## config.mk

```make
export PLATFORM = sky130hd
export DESIGN_NAME = wino_f_m3_stream
export DESIGN_NICKNAME = d
export VERILOG_FILES = /design/src/rtl/wino_f_m3_stream.sv
export SDC_FILE = /design/constraint.sdc
export NUM_CORES = 2
export LEC_CHECK = 0
export BUFFER_PORTS_ARGS = -buffer_cell sky130_fd_sc_hd__buf_2
export CAP_MARGIN = 20
export CORE_ASPECT_RATIO = 0.75
export CORE_UTILIZATION = 30
export DETAILED_ROUTE_END_ITERATION = 8
export GPL_ROUTABILITY_DRIVEN = 0
export PLACE_DENSITY = 0.42
export SKIP_CTS_REPAIR_TIMING = 1
export SYNTH_ARGS = -nofsm -noshare
export SYNTH_HDL_FRONTEND = slang
export SYNTH_SLANG_ARGS = --single-unit
```

## constraint.sdc

```tcl
create_clock -name clk -period 9.4 [get_ports clk]
set_input_delay 0.94 -clock clk [delete_from_list [all_inputs] [get_ports clk]]
set_output_delay 0.94 -clock clk [all_outputs]
set_load 0.05 [all_outputs]
```

## src/rtl/wino_f_m3_stream.sv

```systemverilog
// wino_f_m3_stream: streaming 3-tap tile correlator for the Winograd F(M,3) path.
// Each tile of M+2 signed samples yields M signed results through a 4-stage
// pipeline (input, products, sums, reduction) feeding a held output register.
// Ports:
//   clk, rst (async, active-low)
//   coef_we/coef_sel/coef_data : coefficient load, sel 3 ignored
//   in_valid/in_ready/D        : tile input, d[0] in MSB field
//   out_valid/out_ready/Z      : results, z[0] in MSB field
//   busy                       : any stage or the output holds a tile
module wino_f_m3_stream #(
  parameter int W   = 10,
  parameter int CW  = 10,
  parameter int M   = 7,
  parameter int OW  = 10,
  parameter int SAT = 0
) (
  input  logic               clk,
  input  logic               rst,
  input  logic               coef_we,
  input  logic [1:0]         coef_sel,
  input  logic [CW-1:0]      coef_data,
  input  logic               in_valid,
  output logic               in_ready,
  input  logic [(M+2)*W-1:0] D,
  output logic               out_valid,
  input  logic               out_ready,
  output logic [M*OW-1:0]    Z,
  output logic               busy
);

  localparam int N  = M + 2;
  localparam int PW = W + CW;
  localparam int SW = W + CW + 2;
  localparam int XW = (OW > SW) ? OW : SW;
  localparam bit SATB = (SAT != 0);

  // live coefficients
  logic signed [CW-1:0] r_g [3];

  // stage 1: tile and coefficient snapshot
  logic                 r_v1;
  logic [N*W-1:0]       r_d1;
  logic signed [CW-1:0] r_g1 [3];

  // stage 2: products
  logic                 r_v2;
  logic signed [PW-1:0] r_p2 [M][3];

  // stage 3: exact sums
  logic                 r_v3;
  logic signed [SW-1:0] r_s3 [M];

  // stage 4: reduced results
  logic                 r_v4;
  logic [M*OW-1:0]      r_r4;

  // output register
  logic                 r_ov;
  logic [M*OW-1:0]      r_z;

  logic                 w_stall;
  logic                 w_adv;
  logic signed [W-1:0]  w_d1 [N];
  logic signed [PW-1:0] w_p [M][3];
  logic signed [SW-1:0] w_s [M];
  logic [M*OW-1:0]      w_red;

  // a full output that is not taken freezes the whole pipe
  assign w_stall   = r_ov & ~out_ready;
  assign w_adv     = ~w_stall;
  assign in_ready  = w_adv;
  assign out_valid = r_ov;
  assign Z         = r_z;
  assign busy      = r_v1 | r_v2 | r_v3 | r_v4 | r_ov;

  always_ff @(posedge clk or negedge rst) begin
    if (!rst) begin
      for (int k = 0; k < 3; k++)
        r_g[k] <= '0;
    end else if (coef_we) begin
      case (coef_sel)
        2'd0:    r_g[0] <= coef_data;
        2'd1:    r_g[1] <= coef_data;
        2'd2:    r_g[2] <= coef_data;
        default: ;
      endcase
    end
  end

  // the snapshot takes r_g before any same-edge write lands
  always_ff @(posedge clk or negedge rst) begin
    if (!rst) begin
      r_v1 <= 1'b0;
      r_d1 <= '0;
      for (int k = 0; k < 3; k++)
        r_g1[k] <= '0;
    end else if (w_adv) begin
      r_v1 <= in_valid;
      if (in_valid) begin
        r_d1 <= D;
        r_g1 <= r_g;
      end
    end
  end

  for (genvar j = 0; j < N; j++) begin : g_unpack
    assign w_d1[j] = $signed(r_d1[(N-1-j)*W +: W]);
  end

  for (genvar i = 0; i < M; i++) begin : g_mul
    for (genvar k = 0; k < 3; k++) begin : g_tap
      assign w_p[i][k] = PW'(w_d1[i+k]) * PW'(r_g1[k]);
    end
  end

  always_ff @(posedge clk or negedge rst) begin
    if (!rst) begin
      r_v2 <= 1'b0;
      for (int i = 0; i < M; i++)
        for (int k = 0; k < 3; k++)
          r_p2[i][k] <= '0;
    end else if (w_adv) begin
      r_v2 <= r_v1;
      if (r_v1) r_p2 <= w_p;
    end
  end

  for (genvar i = 0; i < M; i++) begin : g_sum
    assign w_s[i] = SW'(r_p2[i][0])
                  + SW'(r_p2[i][1])
                  + SW'(r_p2[i][2]);
  end

  always_ff @(posedge clk or negedge rst) begin
    if (!rst) begin
      r_v3 <= 1'b0;
      for (int i = 0; i < M; i++)
        r_s3[i] <= '0;
    end else if (w_adv) begin
      r_v3 <= r_v2;
      if (r_v2) r_s3 <= w_s;
    end
  end

  // overflow: bits above the OW-1 sign position disagree with it
  for (genvar i = 0; i < M; i++) begin : g_red
    logic signed [XW-1:0] w_x;
    logic                 w_ovf;
    logic [OW-1:0]        w_sat;
    assign w_x   = XW'(r_s3[i]);
    assign w_ovf = ~((&w_x[XW-1:OW-1]) | ~(|w_x[XW-1:OW-1]));
    assign w_sat = {w_x[XW-1], {(OW-1){~w_x[XW-1]}}};
    assign w_red[(M-1-i)*OW +: OW] =
      (SATB && w_ovf) ? w_sat : w_x[OW-1:0];
  end

  always_ff @(posedge clk or negedge rst) begin
    if (!rst) begin
      r_v4 <= 1'b0;
      r_r4 <= '0;
    end else if (w_adv) begin
      r_v4 <= r_v3;
      if (r_v3) r_r4 <= w_red;
    end
  end

  // Z only reloads on a new result, so it keeps the last value otherwise
  always_ff @(posedge clk or negedge rst) begin
    if (!rst) begin
      r_ov <= 1'b0;
      r_z  <= '0;
    end else if (w_adv) begin
      r_ov <= r_v4;
      if (r_v4) r_z <= r_r4;
    end
  end

endmodule
```

==> metrics <==
largest net degree at the start of global routing=196; max_cap viols=0; CP Data Required Time=9.95 ns; cells on worst reg2reg path=18; mux cell area share after synthesis=0.0724; largest fanout on the critical path=37; clock tree sinks=575; status=completed; part of the cycle the worst path needs=0.585; area leader, netlist=dfrtp_1; most common cell after layout, fill and taps aside=nand2_1; CTS tree=yes; initial antenna violation count=3; crit path launch=r_g1[11]; Yosys top cell area share=0.254; fmax=0.182 GHz; Max-slew headroom=0.318; IO Port Bufs=179; top post-synthesis cells by area=dfrtp_1 (25%), fa_1 (19%), ha_1 (15%); core area=0.187 sq mm; largest family of logic cells by synthesized area=adder cells; first-pass GRT wire length=253,000 um; Worst R2R Setup Slack=3.90 ns; Crit. End Element=register; max-slew violation count=0; Routed WL per cell=19.5 um; chip height=378 um; vias post-DR=37.9k; critical path arrival=6.04 ns; min cycle time layout=5.50 ns; RSZ-0062 raised after global routing=false; layout cells sized above 1=0.132; sequential fraction of the synthesis area=0.254; Cell Area, Synth=0.0566 sq mm; clk_skew=0.0244 ns; Residual DRC=0; Initial Util=0.303; CP Class=reg2reg; clock latency on the worst-skew pair=0.69 ns; num rows=137; xor/xnor share of the synthesized area=0.0863; initial drt markers=1,423; DIE AREA=0.190 sq mm; Final TNS setup=0 ns; Least-Margin Pin Slew=1.02 ns; global-route usage over all layers=0.176; CTS H-tree lvls=3; IO Pins=180; syn_nets=7,134; Yosys cell types=37; Reg-to-Reg Start=r_g1[11]; Synth Register Bits=575; Root Buffer=clkbuf_16; GRT overflow=0; RR Endpoint=r_p2[149]; worst-case clock buffer depth=3; half-perimeter wire length after placement=117,000 um; final wirelength=163,000 um; Yosys Warn Count=0; total CTS buffers=71; worst hold path type=in2async; Simple-Gate Fraction of Synth Area=0.121; post-synthesis adder-cell area fraction=0.340; Synth Instances=5,809; post-DR vias/cell=4.53; vias in the first global route=41.4k; complex-gate fraction of the synthesized area=0.0441; area delta synth->final=10.5%; startpoint types=register; most frequent cells in the layout=nand2_1 (905), inv_1 (884), ha_1 (686); nets@finish=7,145; first-pass detailed-route iteration total=5; Die Width=504 um; DRT antenna net count=0; Mean Syn Cell Area=9.74 sq um; clock-pin transition on the worst setup and hold timing paths=0.07 ns; Fin. Hold Viols=0; Setup-failing EPs final=0
## worst max-delay path, cell delays in order, from the launching register on
cell and delay, ns:
dfrtp_2 0.95, buf_4 0.52, nand2_1 0.15, fa_1 0.56, inv_1 0.05, fa_1 0.50
inv_1 0.05, fa_1 0.53, inv_1 0.05, fa_1 0.47, inv_1 0.05, fa_1 0.37
xnor2_1 0.15, xnor2_1 0.20, xnor2_1 0.16, xnor2_1 0.16, xnor2_1 0.16, xnor2_1 0.15
o21ai_1 0.08
## worst max path at each step
stage / endpoint / slack (ns) / depth (start not counted)
after CTS: r_p2[29] / 3.86 / 18
after detailed placement: r_p2[149] / 3.91 / 18
after global placement: r_p2[29] / 3.84 / 18
after global routing: r_p2[29] / 3.64 / 18
after floorplan: r_p2[169] / 4.65 / 20
final: r_p2[149] / 3.90 / 18
## state kept, by name, indices dropped and copies added (netlist names)
name / count
r_r4: 70
r_v3: 1
r_d1: 90
out_valid: 1
r_v2: 1
r_g1: 30
r_v1: 1
g_red.w_x: 70
r_g: 30
Z: 70
r_p2: 210
r_v4: 1
## cells in the mapped netlist
| cell type | n |
|---|---|
| or2_2 | 7 |
| inv_2 | 1 |
| and2b_1 | 4 |
| a21oi_1 | 84 |
| o21ai_1 | 37 |
| nand3b_1 | 2 |
| nor3_1 | 1 |
| or2b_1 | 4 |
| dfrtp_1 | 575 |
| buf_1 | 11 |
| buf_4 | 7 |
| nand2_1 | 910 |
| a21boi_0 | 2 |
| mux2_2 | 364 |
| nor2b_1 | 7 |
| a211o_1 | 14 |
| o21bai_1 | 21 |
| ha_1 | 686 |
| o21ai_0 | 176 |
| and2_1 | 462 |
| inv_1 | 884 |
| buf_6 | 4 |
| a31oi_1 | 7 |
| clkbuf_2 | 3 |
| a21o_1 | 70 |
| o31ai_1 | 14 |
| xnor2_1 | 413 |
| a21boi_1 | 5 |
| clkbuf_1 | 189 |
| and3_1 | 7 |
| buf_2 | 94 |
| nand2b_1 | 11 |
| xnor2_2 | 10 |
| fa_1 | 532 |
| xor2_1 | 126 |
| nor3b_1 | 1 |
| nor2_1 | 64 |
## area by class of cell
| type | instances | area, sq um |
|---|---|---|
| diodes | 1 | 2.50 |
| clock buffers | 97 | 2090 |
| clock inverters | 32 | 475 |
| fillers | 19400 | 124000 |
| inverters | 885 | 3320 |
| multi-input cells | 4041 | 37600 |
| flip-flops and latches | 575 | 14400 |
| well taps | 2502 | 3130 |
| repair buffers | 246 | 1490 |
## cell families after synthesis
| kind of cell | Yosys count |
|---|---|
| DFF | 575 |
| muxes | 364 |
| xor gates and xnor gates | 549 |
| AOI/OAI and AO/OA | 430 |
| and+or+nand+nor | 1480 |
| buffers and inverters | 1193 |
| adders and majority gates | 1218 |
## per-layer routing
metal  vias to the layer above  track usage  routed length [um]
met5                         -            0                   0
met4                         0       0.0397                3480
met3                       171       0.0192                3710
met2                       387        0.320               83400
met1                     19400        0.222               72400
li1                      18000            -                   -
## through the flow
step	hold WS, ns	std cells	utilization	cell area [sq um]	worst slack (ns)
floorplan	0.445	5809	-	56600	4.65
global placement	0.463	8248	0.321	59900	3.84
detailed placement	0.466	8249	0.321	59900	3.91
CTS	0.325	8378	0.335	62500	3.86
global route	0.361	8378	0.335	62500	3.64
finish	0.330	8379	0.335	62500	3.90
Power is not shown: default switching activity piles up to over one toggle a cycle in this logic, so the estimate is an artifact.
